<file path="config.mk">
export PLATFORM = sky130hd
export DESIGN_NAME = imem_loader_flat
export DESIGN_NICKNAME = d
export VERILOG_FILES = /design/src/rtl/imem_loader_pkg.sv /design/src/rtl/imem_loader_if.sv /design/src/rtl/imem_loader_byte_packer.sv /design/src/rtl/imem_loader.sv /design/src/flat_wrapper.sv
export SDC_FILE = /design/constraint.sdc
export NUM_CORES = 1
export LEC_CHECK = 0
export BUFFER_PORTS_ARGS = -buffer_cell sky130_fd_sc_hd__buf_2
export CAP_MARGIN = 40
export CORE_ASPECT_RATIO = 1.4
export CORE_UTILIZATION = 55
export DETAILED_ROUTE_END_ITERATION = 7
export PLACE_DENSITY_LB_ADDON = 0.08
export SLEW_MARGIN = 25
export SYNTH_ARGS = -nofsm -noshare
export SYNTH_HDL_FRONTEND = slang
export SYNTH_SLANG_ARGS = --single-unit
</file>
<file path="constraint.sdc">
create_clock -name clk -period 2.3 [get_ports clk]
set_input_delay 0.23 -clock clk [delete_from_list [all_inputs] [get_ports clk]]
set_output_delay 0.23 -clock clk [all_outputs]
set_load 0.005 [all_outputs]
</file>
<file path="src/rtl/imem_loader_pkg.sv">
// imem_loader_pkg -- shared types and constants for the instruction-memory
// loader and its byte packer.
//   state_e      : loader FSM states (CHK exists only with the checksum build)
//   AFTER_LOAD   : state entered once the last word is packed (or N=0)
//   WORD_BYTES   : bytes per instruction word
//   LEN_BYTES    : bytes in the length header
//   INSTR_W      : instruction width shared with the pipeline fetch stage
// Optional feature macro: IMEM_LOADER_CHECKSUM_EN
package imem_loader_pkg;

  localparam int WORD_BYTES = 4;
  localparam int LEN_BYTES  = 2;
  localparam int INSTR_W    = 32;

`ifdef IMEM_LOADER_CHECKSUM_EN
  typedef enum logic [2:0] {
    IDLE, LEN_HI, LEN_LO, LOAD, CHK, DONE, ERR
  } state_e;
  localparam state_e AFTER_LOAD = CHK;
`else
  typedef enum logic [2:0] {
    IDLE, LEN_HI, LEN_LO, LOAD, DONE, ERR
  } state_e;
  localparam state_e AFTER_LOAD = DONE;
`endif

  // States in which a start request opens a new session.
  function automatic logic start_allowed(input state_e s);
    return (s == IDLE) || (s == DONE) || (s == ERR);
  endfunction

endpackage

</file>
<file path="src/rtl/imem_loader_if.sv">
// imem_loader_if -- byte-stream input and instruction-memory write port.
//   in_valid/in_data/in_ready : byte stream handshake (source -> loader)
//   imem_we/imem_addr/imem_wdata : one-cycle word write strobe (loader -> imem)
// Modports: master = loader side, slave = stream source / memory side.
interface imem_loader_if #(
  parameter int ADDR_W = 8
);
  import imem_loader_pkg::*;

  logic               in_valid;
  logic [7:0]         in_data;
  logic               in_ready;
  logic               imem_we;
  logic [ADDR_W-1:0]  imem_addr;
  logic [INSTR_W-1:0] imem_wdata;

  modport master (
    input  in_valid, in_data,
    output in_ready, imem_we, imem_addr, imem_wdata
  );

  modport slave (
    output in_valid, in_data,
    input  in_ready, imem_we, imem_addr, imem_wdata
  );

endinterface

</file>
<file path="src/rtl/imem_loader_byte_packer.sv">
// imem_loader_byte_packer -- assembles big-endian words from a byte stream.
//   clk, reset     : clock, async active-low reset
//   clear          : drop any partial word (new session)
//   byte_valid     : a byte is consumed this cycle
//   byte_data      : the byte
//   word_last      : combinational, this byte completes a word
//   word_valid     : registered one-cycle pulse after the completing byte
//   word           : assembled word, first byte in the MSBs
// Also used for the data-memory preload path.
module imem_loader_byte_packer
  import imem_loader_pkg::*;
(
  input  logic               clk,
  input  logic               reset,
  input  logic               clear,
  input  logic               byte_valid,
  input  logic [7:0]         byte_data,
  output logic               word_last,
  output logic               word_valid,
  output logic [INSTR_W-1:0] word
);

  logic [1:0]         cnt;
  logic [INSTR_W-1:0] sr;

  always_ff @(posedge clk or negedge reset) begin
    if (!reset) begin
      cnt        <= '0;
      sr         <= '0;
      word_valid <= 1'b0;
    end else begin
      word_valid <= 1'b0;
      if (clear) begin
        cnt <= '0;
        sr  <= '0;
      end else if (byte_valid) begin
        cnt        <= cnt + 2'd1;
        // Shifting left puts the first byte of a word at [31:24].
        sr         <= {sr[INSTR_W-9:0], byte_data};
        word_valid <= (cnt == 2'(WORD_BYTES - 1));
      end
    end
  end

  assign word_last = byte_valid && (cnt == 2'(WORD_BYTES - 1));
  assign word      = sr;

endmodule

</file>
<file path="src/rtl/imem_loader.sv">
// imem_loader -- loads a length-prefixed program image into instruction
// memory and holds the pipeline in reset until the image is complete.
//   clk, reset   : clock, async active-low reset
//   start        : open a session (honoured in IDLE/DONE/ERR only)
//   bus          : imem_loader_if.master (byte stream in, imem write out)
//   core_reset   : active-high pipeline reset, released one cycle into DONE
//   busy/done/error : session status
//   words_loaded : words written this session
// Stream format: N[15:8], N[7:0], then 4*N payload bytes (big-endian words).
// Optional feature macro: IMEM_LOADER_CHECKSUM_EN -- a trailing byte must
// equal the XOR of all payload bytes, otherwise the session ends in ERR.
module imem_loader
  import imem_loader_pkg::*;
#(
  parameter int ADDR_W    = 8,
  parameter int BASE_ADDR = 0
) (
  input  logic              clk,
  input  logic              reset,
  input  logic              start,
  imem_loader_if.master     bus,
  output logic              core_reset,
  output logic              busy,
  output logic              done,
  output logic              error,
  output logic [ADDR_W:0]   words_loaded
);

  state_e             state_q, state_d;
  logic [15:0]        len_q;
  logic [15:0]        len_full;
  logic               accept;
  logic               start_ok;
  logic               load_byte;
  logic               last_word;
  logic               oversize;
  logic               pk_last, pk_valid;
  logic [INSTR_W-1:0] pk_word;
  logic               ready_c;

`ifdef IMEM_LOADER_CHECKSUM_EN
  logic [7:0]         csum_q;
`endif

  assign accept    = bus.in_valid && ready_c;
  assign start_ok  = start && start_allowed(state_q);
  assign load_byte = accept && (state_q == LOAD);
  // Header value as it stands on the edge that takes the low byte.
  assign len_full  = {len_q[15:8], bus.in_data};
  assign oversize  = 32'(len_full) > (32'd1 << ADDR_W);
  assign last_word = (32'(words_loaded) + 32'd1) == 32'(len_q);

  imem_loader_byte_packer u_packer (
    .clk        (clk),
    .reset      (reset),
    .clear      (start_ok),
    .byte_valid (load_byte),
    .byte_data  (bus.in_data),
    .word_last  (pk_last),
    .word_valid (pk_valid),
    .word       (pk_word)
  );

  assign bus.imem_we    = pk_valid;
  assign bus.imem_wdata = pk_word;
  assign bus.in_ready   = ready_c;

  always_ff @(posedge clk or negedge reset) begin
    if (!reset) state_q <= IDLE;
    else        state_q <= state_d;
  end

  always_comb begin
    state_d = state_q;
    ready_c = 1'b0;
    busy    = 1'b0;
    done    = 1'b0;
    error   = 1'b0;
    case (state_q)
      IDLE, ERR, DONE: begin
        done  = (state_q == DONE);
        error = (state_q == ERR);
        if (start) state_d = LEN_HI;
      end
      LEN_HI: begin
        ready_c = 1'b1;
        busy    = 1'b1;
        if (accept) state_d = LEN_LO;
      end
      LEN_LO: begin
        ready_c = 1'b1;
        busy    = 1'b1;
        if (accept) begin
          if (len_full == 16'd0) state_d = AFTER_LOAD;
          else if (oversize)     state_d = ERR;
          else                   state_d = LOAD;
        end
      end
      LOAD: begin
        ready_c = 1'b1;
        busy    = 1'b1;
        if (pk_last && last_word) state_d = AFTER_LOAD;
      end
`ifdef IMEM_LOADER_CHECKSUM_EN
      CHK: begin
        ready_c = 1'b1;
        busy    = 1'b1;
        if (accept) state_d = (bus.in_data == csum_q) ? DONE : ERR;
      end
`endif
      default: state_d = IDLE;
    endcase
  end

  always_ff @(posedge clk or negedge reset) begin
    if (!reset) begin
      len_q         <= '0;
      words_loaded  <= '0;
      bus.imem_addr <= '0;
      core_reset    <= 1'b1;
    end else begin
      // Released only once DONE has been held for a cycle, so the final
      // write lands while the core is still in reset; leaving DONE
      // reasserts it on the very next cycle.
      core_reset <= !((state_q == DONE) && (state_d == DONE));
      if (start_ok) begin
        len_q        <= '0;
        words_loaded <= '0;
      end
      if (accept && (state_q == LEN_HI)) len_q[15:8] <= bus.in_data;
      if (accept && (state_q == LEN_LO)) len_q[7:0]  <= bus.in_data;
      if (pk_last) begin
        // Word index wraps modulo the memory size.
        bus.imem_addr <= ADDR_W'(BASE_ADDR) + words_loaded[ADDR_W-1:0];
        words_loaded  <= words_loaded + {{ADDR_W{1'b0}}, 1'b1};
      end
    end
  end

`ifdef IMEM_LOADER_CHECKSUM_EN
  always_ff @(posedge clk or negedge reset) begin
    if (!reset)         csum_q <= '0;
    else if (start_ok)  csum_q <= '0;
    else if (load_byte) csum_q <= csum_q ^ bus.in_data;
  end
`endif

endmodule

</file>
<file path="src/flat_wrapper.sv">
// flat-port wrapper written by rule: the top's interface ports become plain ports
module imem_loader_flat import imem_loader_pkg::*;
#(
  parameter int ADDR_W    = 8,
  parameter int BASE_ADDR = 0
)
  (clk, reset, start, core_reset, busy, done, error, words_loaded, bus_in_valid, bus_in_data, bus_in_ready, bus_imem_we, bus_imem_addr, bus_imem_wdata);
  imem_loader_if #(.ADDR_W(ADDR_W)) bus_i ();
  input  logic clk;
  input  logic reset;
  input  logic start;
  output logic core_reset;
  output logic busy;
  output logic done;
  output logic error;
  output logic [ADDR_W:0] words_loaded;
  input wire logic [$bits(bus_i.in_valid)-1:0] bus_in_valid;
  input wire logic [$bits(bus_i.in_data)-1:0] bus_in_data;
  output wire logic [$bits(bus_i.in_ready)-1:0] bus_in_ready;
  output wire logic [$bits(bus_i.imem_we)-1:0] bus_imem_we;
  output wire logic [$bits(bus_i.imem_addr)-1:0] bus_imem_addr;
  output wire logic [$bits(bus_i.imem_wdata)-1:0] bus_imem_wdata;
  assign bus_i.in_valid = bus_in_valid;
  assign bus_i.in_data = bus_in_data;
  assign bus_in_ready = bus_i.in_ready;
  assign bus_imem_we = bus_i.imem_we;
  assign bus_imem_addr = bus_i.imem_addr;
  assign bus_imem_wdata = bus_i.imem_wdata;
  imem_loader #(.ADDR_W(ADDR_W), .BASE_ADDR(BASE_ADDR)) u_core (.clk(clk), .reset(reset), .start(start), .bus(bus_i), .core_reset(core_reset), .busy(busy), .done(done), .error(error), .words_loaded(words_loaded));
endmodule
</file>
==> results of run 1 <==
## power by group
part,switching [mW],total [mW],leakage [nW],internal (mW)
Clock,0.502,1.11,0.101,0.610
Combinational,0.884,1.61,0.945,0.726
Sequential,0.380,2.05,0.969,1.67
Total,1.77,4.77,2.02,3.00
## cell families after synthesis
group                    count (synthesis)
AO/OA/AOI/OAI                           89
XOR/XNOR                                11
adder cells (fa/ha/maj)                  2
buffers and inverters                   29
flip-flops                              72
multiplexers                             1
AND/OR/NAND/NOR                        153
## cell usage after synthesis (2+ instances only)
| library cell | n | area, sq um |
|---|---|---|
| sky130_fd_sc_hd__o21ai_1 | 4 | 20.0 |
| sky130_fd_sc_hd__nand3_1 | 6 | 30.0 |
| sky130_fd_sc_hd__a211o_1 | 2 | 17.5 |
| sky130_fd_sc_hd__buf_4 | 2 | 15.0 |
| sky130_fd_sc_hd__xnor2_1 | 4 | 35.0 |
| sky130_fd_sc_hd__nand4_2 | 2 | 25.0 |
| sky130_fd_sc_hd__a21o_1 | 2 | 15.0 |
| sky130_fd_sc_hd__or4_1 | 4 | 30.0 |
| sky130_fd_sc_hd__buf_2 | 2 | 10.0 |
| sky130_fd_sc_hd__or3_1 | 2 | 12.5 |
| sky130_fd_sc_hd__nor4_1 | 2 | 12.5 |
| sky130_fd_sc_hd__nor2_1 | 14 | 52.6 |
| sky130_fd_sc_hd__nand3b_1 | 3 | 22.5 |
| sky130_fd_sc_hd__a21oi_1 | 37 | 185 |
| sky130_fd_sc_hd__clkbuf_1 | 17 | 63.8 |
| sky130_fd_sc_hd__inv_1 | 5 | 18.8 |
| sky130_fd_sc_hd__nor2b_1 | 2 | 12.5 |
| sky130_fd_sc_hd__a211oi_1 | 4 | 30.0 |
| sky130_fd_sc_hd__o21ai_0 | 12 | 60.1 |
| sky130_fd_sc_hd__xor2_1 | 7 | 61.3 |
| sky130_fd_sc_hd__dfrtp_1 | 71 | 1780 |
| sky130_fd_sc_hd__nand2_1 | 99 | 372 |
| sky130_fd_sc_hd__nand4_1 | 2 | 12.5 |
| sky130_fd_sc_hd__nor3_1 | 6 | 30.0 |
| sky130_fd_sc_hd__ha_1 | 2 | 25.0 |
| sky130_fd_sc_hd__nand2b_1 | 2 | 12.5 |
| sky130_fd_sc_hd__a22o_1 | 16 | 140 |
| sky130_fd_sc_hd__a31oi_1 | 2 | 12.5 |
## path summary, 6_finish.rpt
path | start | end | slack, ns | cells after the start
max | u_core.words_loaded[1]$_DFFE_PN0P_ | u_core.state_q[1]$_DFF_PN0_ | 0.28 | 5
min | start | u_core.core_reset$_DFF_PN1_ | 0.14 | 3
max reg2reg | u_core.words_loaded[1]$_DFFE_PN0P_ | u_core.state_q[1]$_DFF_PN0_ | 0.28 | 5
min reg2reg | u_core.bus.imem_addr[4]$_DFFE_PN0P_ | u_core.bus.imem_addr[4]$_DFFE_PN0P_ | 0.47 | 2
max in group asynchronous | reset | u_core.bus.imem_addr[0]$_DFFE_PN0P_ | 1.55 | 3
min in group asynchronous | reset | u_core.len_q[14]$_DFFE_PN0P_ | 0.44 | 3
## metrics by stage
step / power, mW / hold WS (ns)
2_1_floorplan: 3.01 / -0.0656
3_3_place_gp: 3.63 / 0.292
3_5_place_dp: 3.67 / 0.292
4_1_cts: 4.79 / 0.128
5_1_grt: 5.07 / 0.146
6_report: 4.77 / 0.139
## worst max-delay path, cell delays in order (launching register included)
cell	delay, ns
sky130_fd_sc_hd__dfrtp_1	0.45
sky130_fd_sc_hd__and4_1	0.27
sky130_fd_sc_hd__a21boi_1	0.10
sky130_fd_sc_hd__or4_4	0.55
sky130_fd_sc_hd__a2111oi_4	0.41
sky130_fd_sc_hd__a21oi_1	0.12
## state kept, by name, summed over array words and instances (netlist names)
signal / cells
u_core.u_packer.cnt: 2
u_core.bus.imem_addr: 8
u_core.words_loaded: 9
u_core.core_reset: 1
u_core.u_packer.word: 32
u_core.state_q: 3
u_core.len_q: 16
u_core.u_packer.word_valid: 1
## what timing repair did
item	in CTS	in global routing
gates resized for setup	0	1
hold endpoints to repair	71	0
setup endpoints to repair	0	2
hold buffers	1	0
## layout make-up
class / instances / area (sq um)
Clock buffer: 9 / 124
Fill cell: 485 / 1820
Timing Repair Buffer: 81 / 458
Clock inverter: 7 / 96.3
Inverter: 6 / 22.5
Tap cell: 70 / 87.6
Sequential cell: 72 / 1800
Multi-Input combinational cell: 256 / 1450
## per-layer routing
metal	up-vias	track usage, %	wire (um)
met5	-	0	0
met4	0	15.8	215
met3	17	5.43	282
met2	87	42.9	4070
met1	1391	34.5	3440
li1	1372	-	-
## cells in the final DEF, fill, tap and decap left out, types with 5 or more instances in the layout
cell                       Yosys  routed
sky130_fd_sc_hd__a22o_1       16      16
sky130_fd_sc_hd__xor2_1        7       7
sky130_fd_sc_hd__o21ai_0      12      12
sky130_fd_sc_hd__buf_4         2      13
sky130_fd_sc_hd__buf_2         2      66
sky130_fd_sc_hd__a21oi_1      37      37
sky130_fd_sc_hd__dfrtp_1      71      71
sky130_fd_sc_hd__nand2_1      99      99
sky130_fd_sc_hd__nor2_1       14      14
sky130_fd_sc_hd__nand3_1       6       6
sky130_fd_sc_hd__nor3_1        6       6
sky130_fd_sc_hd__inv_1         5       5
sky130_fd_sc_hd__clkbuf_8      0       9
==> run summary, run 1 <==
========================================================================================
Final Setup Violations ....................................................            0
Number of vias per cell after detailed routing ............................         5.72
Maximum number of pins on one net before global-route repair ..............           73
All-Layer GR Usage ........................................................        27.4%
Layout area overhead ......................................................        20.3%
Highest ir drop seen on vdd ...............................................     0.750 mV
Clk slew on worst S/H paths ...............................................      0.08 ns
Height of the die .........................................................      94.5 um
Total clock buffers created by CTS ........................................            9
Insertion delay to the later sink of the worst-skew pair ..................      0.35 ns
Final non-filler cell total ...............................................          501
Unique cell type count in the Yosys netlist ...............................           52
Clock tree sinks ..........................................................           72
Fraction of the mapped netlist area in compound gates .....................        17.7%
Post-CTS setup buffer count ...............................................            0
Via count of the first global-routing pass ................................         2645
Clock skew ................................................................   0.00804 ns
Gpl congestion ............................................................        0.850
Die ar. ................................................................... 0.00643 sq mm
Mean instance size in the synthesized netlist .............................   9.41 sq um
Leakage Power .............................................................      2.02 nW
Core Area ................................................................. 0.00586 sq mm
Yosys warnings ............................................................            0
Post-Synth Adder-Cell Area ................................................       0.745%
Hold crit path type ....................................................... primary input to flop
Number of I/O port buffers ................................................           66
Initial core utilization ..................................................        57.3%
Post-Synth Simple-Gate Area ...............................................        21.0%
CTS tree ..................................................................          yes
Share of synthesized area occupied by flip-flops and latches ..............        53.6%
Post-synthesis async set-or-reset flop share ..............................         100%
Count of unresolved DRC violations after routing ..........................            0
Actual transition at the worst max-transition pin .........................     0.674 ns
Net count after synthesis .................................................          371
CP max FO .................................................................            7
Data required time at the worst endpoint ..................................      2.53 ns
DIE WIDTH .................................................................      68.1 um
Vias ......................................................................         2867
Pre-CTS setup slack .......................................................     0.240 ns
Count of pins over their slew limit .......................................            0
Global-route wire length before repair ....................................     12800 um
Worst EP arrival ..........................................................      2.25 ns
Post-layout nets ..........................................................          440
CTS root buf .............................................................. sky130_fd_sc_hd__clkbuf_8
I/O pin count .............................................................           67
Post-synthesis mux area share .............................................       0.298%
Overall routed net length .................................................      8010 um
Final TNS setup ...........................................................         0 ns
Slew margin rel. ..........................................................        55.0%
Power per standard cell area .............................................. 1180 mW/mm^2
Antenna cells .............................................................            0
Worst setup path class .................................................... flop to flop
Routed length per placed instance .........................................      16.0 um
Inst Count DP .............................................................          484
DR iter-0 viols ...........................................................          188
Total half-perimeter wirelength after legalization and detailed placement .      5440 um
Dominant combinational cell family by area after synthesis ................ simple AND/OR/NAND/NOR gates
Critical path startpoint category .........................................         flop
Detailed-router iteration count before antenna repair .....................            4
Clock H-tree levels .......................................................            3
Final instance area ....................................................... 0.00404 sq mm
Antenna violation net count after detailed routing ........................            0
FF+latch count, synth .....................................................           72
RSZ-0062 raised after global routing ......................................        false
Capturing element type of the critical path ...............................         flop
Post-layout min period ....................................................      2.02 ns
Share of cells above drive strength 1 .....................................        24.4%
FP Rows ...................................................................           33
Cell area after placement ................................................. 0.00380 sq mm
Overflow left after global routing ........................................            0
End-of-flow core utilization ..............................................        68.9%
Final worst-path cycle share ..............................................        87.9%
Initial antenna violation count ...........................................            0
Fmax achieved .............................................................      495 MHz
Mapped cell area .......................................................... 0.00336 sq mm
Cells after Synth .........................................................          357
Max clock buf depth .......................................................            2
Parity-gate share of the synthesized area counting xor and xnor cells .....        2.87%
Number of violations of the max-capacitance limit .........................            0
Final setup margin ........................................................     0.279 ns
Number of enable flip-flop cells after synthesis ..........................            0
Hold Fails Final Rpt ......................................................            0
Flip-flop cell with the highest count after synthesis ..................... sky130_fd_sc_hd__dfrtp_1
Outcome ................................................................... finished clean
========================================================================================
(Power assumes the default switching activity.)
==> inputs of run 2 (changes only) <==
--- a/config.mk
+++ b/config.mk
@@ -5,10 +5,11 @@
 export SDC_FILE = /design/constraint.sdc
 export NUM_CORES = 1
 export LEC_CHECK = 0
+export ABC_AREA = 1
 export BUFFER_PORTS_ARGS = -buffer_cell sky130_fd_sc_hd__buf_2
 export CAP_MARGIN = 40
 export CORE_ASPECT_RATIO = 1.4
-export CORE_UTILIZATION = 55
+export CORE_UTILIZATION = 54
 export DETAILED_ROUTE_END_ITERATION = 7
 export PLACE_DENSITY_LB_ADDON = 0.08
 export SLEW_MARGIN = 25
==> run summary, run 2 <==
========================================================================================
Outcome ................................................................... finished clean
CP max FO .................................................................            7   unchanged
Final non-filler cell total ...............................................          511   +2.0%
Post-layout nets ..........................................................          450   +2.3%
Max FFs per register ......................................................           32   unchanged
Ordered list of cells on the worst path ................................... ha_1, nand3_1, nand2_1, nand2_1, nand2_1, nand2_1, inv_1, nand2_1, nor2_2, nand3_2, nand2_2, nand3_1
Mean instance size in the synthesized netlist .............................   8.85 sq um   -6.0%
Share of total power in combinational logic ...............................        31.7%   -2.1 points
Max clock buf depth .......................................................            2   unchanged
Post-layout min period ....................................................      1.79 ns   -0.235 ns
Clock tree sinks ..........................................................           72   unchanged
Data required time at the worst endpoint ..................................      2.50 ns   -0.03 ns
Power per standard cell area .............................................. 1040 mW/mm^2   -12%
Highest ir drop seen on vdd ...............................................     0.598 mV   -20%
Total clock buffers created by CTS ........................................            9   unchanged
Critical path startpoint category .........................................         flop
Yosys warnings ............................................................            0   unchanged
Internal power summed over all cells ......................................      2.57 mW   -15%
FF+latch count, synth .....................................................           72   unchanged
Leading cell type by number of instances after synthesis .................. sky130_fd_sc_hd__dfrtp_1
Routing usage on met1 .....................................................        32.0%   -2.5 points
Core Area ................................................................. 0.00582 sq mm   -0.70%
RSZ-0062 raised after global routing ......................................        false
Die ar. ................................................................... 0.00632 sq mm   -1.8%
Crit-path leading delay family ............................................ simple AND/OR/NAND/NOR gates
Initial core utilization ..................................................        55.6%   -1.7 points
Clock skew ................................................................   0.00941 ns   +0.00137 ns
CTS tree ..................................................................          yes
Hold Fails Final Rpt ......................................................            0   unchanged
Number of I/O port buffers ................................................           66   unchanged
All-Layer GR Usage ........................................................        25.2%   -2.2 points
Total half-perimeter wirelength after legalization and detailed placement .      4940 um   -9.0%
I/O pin count .............................................................           67   unchanged
Actual transition at the worst max-transition pin .........................     0.481 ns   -0.193 ns
Maximum number of pins on one net before global-route repair ..............           73   unchanged
Pre-CTS setup slack .......................................................     0.525 ns   +0.285 ns
Count of unresolved DRC violations after routing ..........................            0   unchanged
Number of enable flip-flop cells after synthesis ..........................            0   unchanged
Via count of the first global-routing pass ................................         2624   -0.79%
CP dominant cell by count ................................................. sky130_fd_sc_hd__nand2_1
DR iter-0 viols ...........................................................          158   -16%
Gpl congestion ............................................................        0.863   +1.6%
Critical Path Max Stage Delay .............................................      0.46 ns   -0.09 ns
Hold crit path type ....................................................... primary input to flop
Final setup margin ........................................................     0.514 ns   +0.235 ns
Global routing's busiest layer ............................................         met2
Post-synthesis cell type with the largest combined area ................... sky130_fd_sc_hd__dfrtp_1
FP Rows ...................................................................           33   unchanged
Power spent charging and discharging nets .................................      1.43 mW   -19%
Clock H-tree levels .......................................................            3   unchanged
Part of the power in the clock network ....................................        24.7%   +1.4 points
Share of cells above drive strength 1 .....................................        24.9%   +0.58 points
Final TNS setup ...........................................................         0 ns   unchanged
Largest cells by area after synthesis ..................................... sky130_fd_sc_hd__dfrtp_1 (55%), sky130_fd_sc_hd__o22ai_1 (7.3%), sky130_fd_sc_hd__nand2_1 (7.1%), sky130_fd_sc_hd__inv_1 (6.8%), sky130_fd_sc_hd__nand3_1 (5.9%)
Final worst-path cycle share ..............................................        77.7%   -10 points
Worst EP arrival ..........................................................      1.99 ns   -0.26 ns
Cells after Synth .........................................................          366   +2.5%
Highest-delay cell along the critical path ................................ sky130_fd_sc_hd__dfrtp_1
Global-route wire length before repair ....................................     11900 um   -6.9%
Vias ......................................................................         2741   -4.4%
Antenna violation net count after detailed routing ........................            0   unchanged
Global-route track usage on met2 ..........................................        39.0%   -3.9 points
Overall power of the completed layout .....................................      4.00 mW   -16%
Layout area overhead ......................................................        18.8%
Top cell types by occurrence after synthesis .............................. sky130_fd_sc_hd__dfrtp_1 (71), sky130_fd_sc_hd__nand2_1 (61), sky130_fd_sc_hd__inv_1 (59)
Net count after synthesis .................................................          380   +2.4%
Flip-flop cell with the highest count after synthesis ..................... sky130_fd_sc_hd__dfrtp_1
Final Setup Violations ....................................................            0   unchanged
Unique cell type count in the Yosys netlist ...............................           26   -50%
Mapped cell area .......................................................... 0.00324 sq mm   -3.6%
Routed length per placed instance .........................................      13.6 um   -15%
Fraction of power spent switching nets ....................................        35.8%   -1.2 points
Clk slew on worst S/H paths ...............................................      0.07 ns   about the same
Share of synthesized area occupied by flip-flops and latches ..............        55.7%   +2.0 points
DIE WIDTH .................................................................      67.5 um   -0.89%
Fmax achieved .............................................................      560 MHz   +13%
Worst setup path class .................................................... flop to flop
Initial antenna violation count ...........................................            0   unchanged
Slew margin rel. ..........................................................        67.9%   +13 points
Leakage Power .............................................................      2.00 nW   -0.76%
Height of the die .........................................................      93.6 um   -0.90%
Number of gates resized after CTS .........................................            0   unchanged
Overflow left after global routing ........................................            0   unchanged
Number of buffer and inverter stages on the critical path .................            1   +1
Area share of the largest cell type after synthesis .......................        54.8%   +2.0 points
Most common library cell in the layout ignoring fill and taps ............. sky130_fd_sc_hd__dfrtp_1
Number of vias per cell after detailed routing ............................         5.36   -6.3%
Count of pins over their slew limit .......................................            0   unchanged
Worst-case hold slack .....................................................     0.182 ns   +0.0425 ns
Leading cell types in the layout, fill and taps excluded .................. sky130_fd_sc_hd__dfrtp_1 (71), sky130_fd_sc_hd__buf_2 (66), sky130_fd_sc_hd__nand2_1 (61)
CTS root buf .............................................................. sky130_fd_sc_hd__clkbuf_8
Insertion delay to the later sink of the worst-skew pair ..................      0.34 ns   about the same
Overall routed net length .................................................      6940 um   -13%
Capturing element type of the critical path ...............................         flop
Post-synthesis async set-or-reset flop share ..............................         100%   unchanged
Met3 usage ................................................................        6.10%   +0.66 points
Number of violations of the max-capacitance limit .........................            0   unchanged
Detailed-router iteration count before antenna repair .....................            4   unchanged
Fraction of power consumed by sequential logic ............................        43.5%   +0.6 points
Antenna cells .............................................................            0   unchanged
Inst Count DP .............................................................          494   +2.1%
========================================================================================
[run 2: layout make-up]
cell class	count	area (sq um)
inverter	63	236
sequential	72	1800
clock inverter	5	56.3
timing repair buffer	72	390
clock buffer	11	141
fill	514	1970
tap	70	87.6
multi-input combinational	218	1130
[run 2: layer usage]
layer  share of wire [%]  vias up  wire length [um]
li1                    -     1350                 -
met1                  44     1293              3030
met2                  49       80              3410
met3                 3.7       18               259
met4                 3.4        0               235
met5                   0        -                 0
[run 2: worst reg2reg max path: stages (launching register included)]
cell                      delay (ns)
sky130_fd_sc_hd__dfrtp_1        0.46
sky130_fd_sc_hd__ha_1           0.28
sky130_fd_sc_hd__nand3_1        0.12
sky130_fd_sc_hd__nand2_1        0.11
sky130_fd_sc_hd__nand2_1        0.08
sky130_fd_sc_hd__nand2_1        0.06
sky130_fd_sc_hd__nand2_1        0.04
sky130_fd_sc_hd__inv_1          0.05
sky130_fd_sc_hd__nand2_1        0.06
sky130_fd_sc_hd__nor2_2         0.12
sky130_fd_sc_hd__nand3_2        0.12
sky130_fd_sc_hd__nand2_2        0.09
sky130_fd_sc_hd__nand3_1        0.06
[run 2: cells by family (layout without fill, tap and decap cells)]
| family | after synthesis | in the layout | share of synthesized area (%) |
|---|---|---|---|
| AND/OR/NAND/NOR | 143 | 143 | 21.2 |
| buffers and inverters | 76 | 151 | 9.39 |
| AO/OA/AOI/OAI | 73 | 73 | 13.0 |
| flip-flops | 72 | 72 | 55.7 |
| adder cells (fa/ha/maj) | 2 | 2 | 0.772 |
[run 2: what timing repair did]
action	in CTS	in global routing
endpoints found under the hold margin	71	0
setup endpoints to repair	0	0
buffers inserted	0	0
hold buffers	1	0
[run 2: power groups by stage]
stage | Sequential (mW) | Combinational, mW | Clock, mW
after floorplan | 1.75 | 0.891 | 0
after global placement | 1.76 | 1.25 | 0
after detailed placement | 1.76 | 1.28 | 0
after CTS | 1.74 | 1.28 | 1.01
after global routing | 1.78 | 1.45 | 1.07
final | 1.74 | 1.27 | 0.990
[run 2: worst paths after layout]
check	from	to	slack (ns)	depth (start not counted)
worst min-delay path	bus_in_valid	u_core.u_packer.cnt[1]$_DFFE_PN0P_	0.18	3
worst min register to register	u_core.bus.imem_addr[1]$_DFFE_PN0P_	u_core.bus.imem_addr[1]$_DFFE_PN0P_	0.47	2
min in group asynchronous	reset	u_core.bus.imem_addr[7]$_DFFE_PN0P_	0.44	3
worst max register to register	u_core.words_loaded[0]$_DFFE_PN0P_	u_core.state_q[1]$_DFF_PN0_	0.51	12
max in group asynchronous	reset	u_core.core_reset$_DFF_PN1_	1.51	3
worst max-delay path	u_core.words_loaded[0]$_DFFE_PN0P_	u_core.state_q[1]$_DFF_PN0_	0.51	12
[run 2: per-stage QoR]
step	instance area (sq um)	utilization, %
4_1_cts	3850	66.1
3_5_place_dp	3640	62.5
6_report	3850	66.1
2_1_floorplan	3240	-
5_1_grt	3850	66.1
3_3_place_gp	3640	62.5
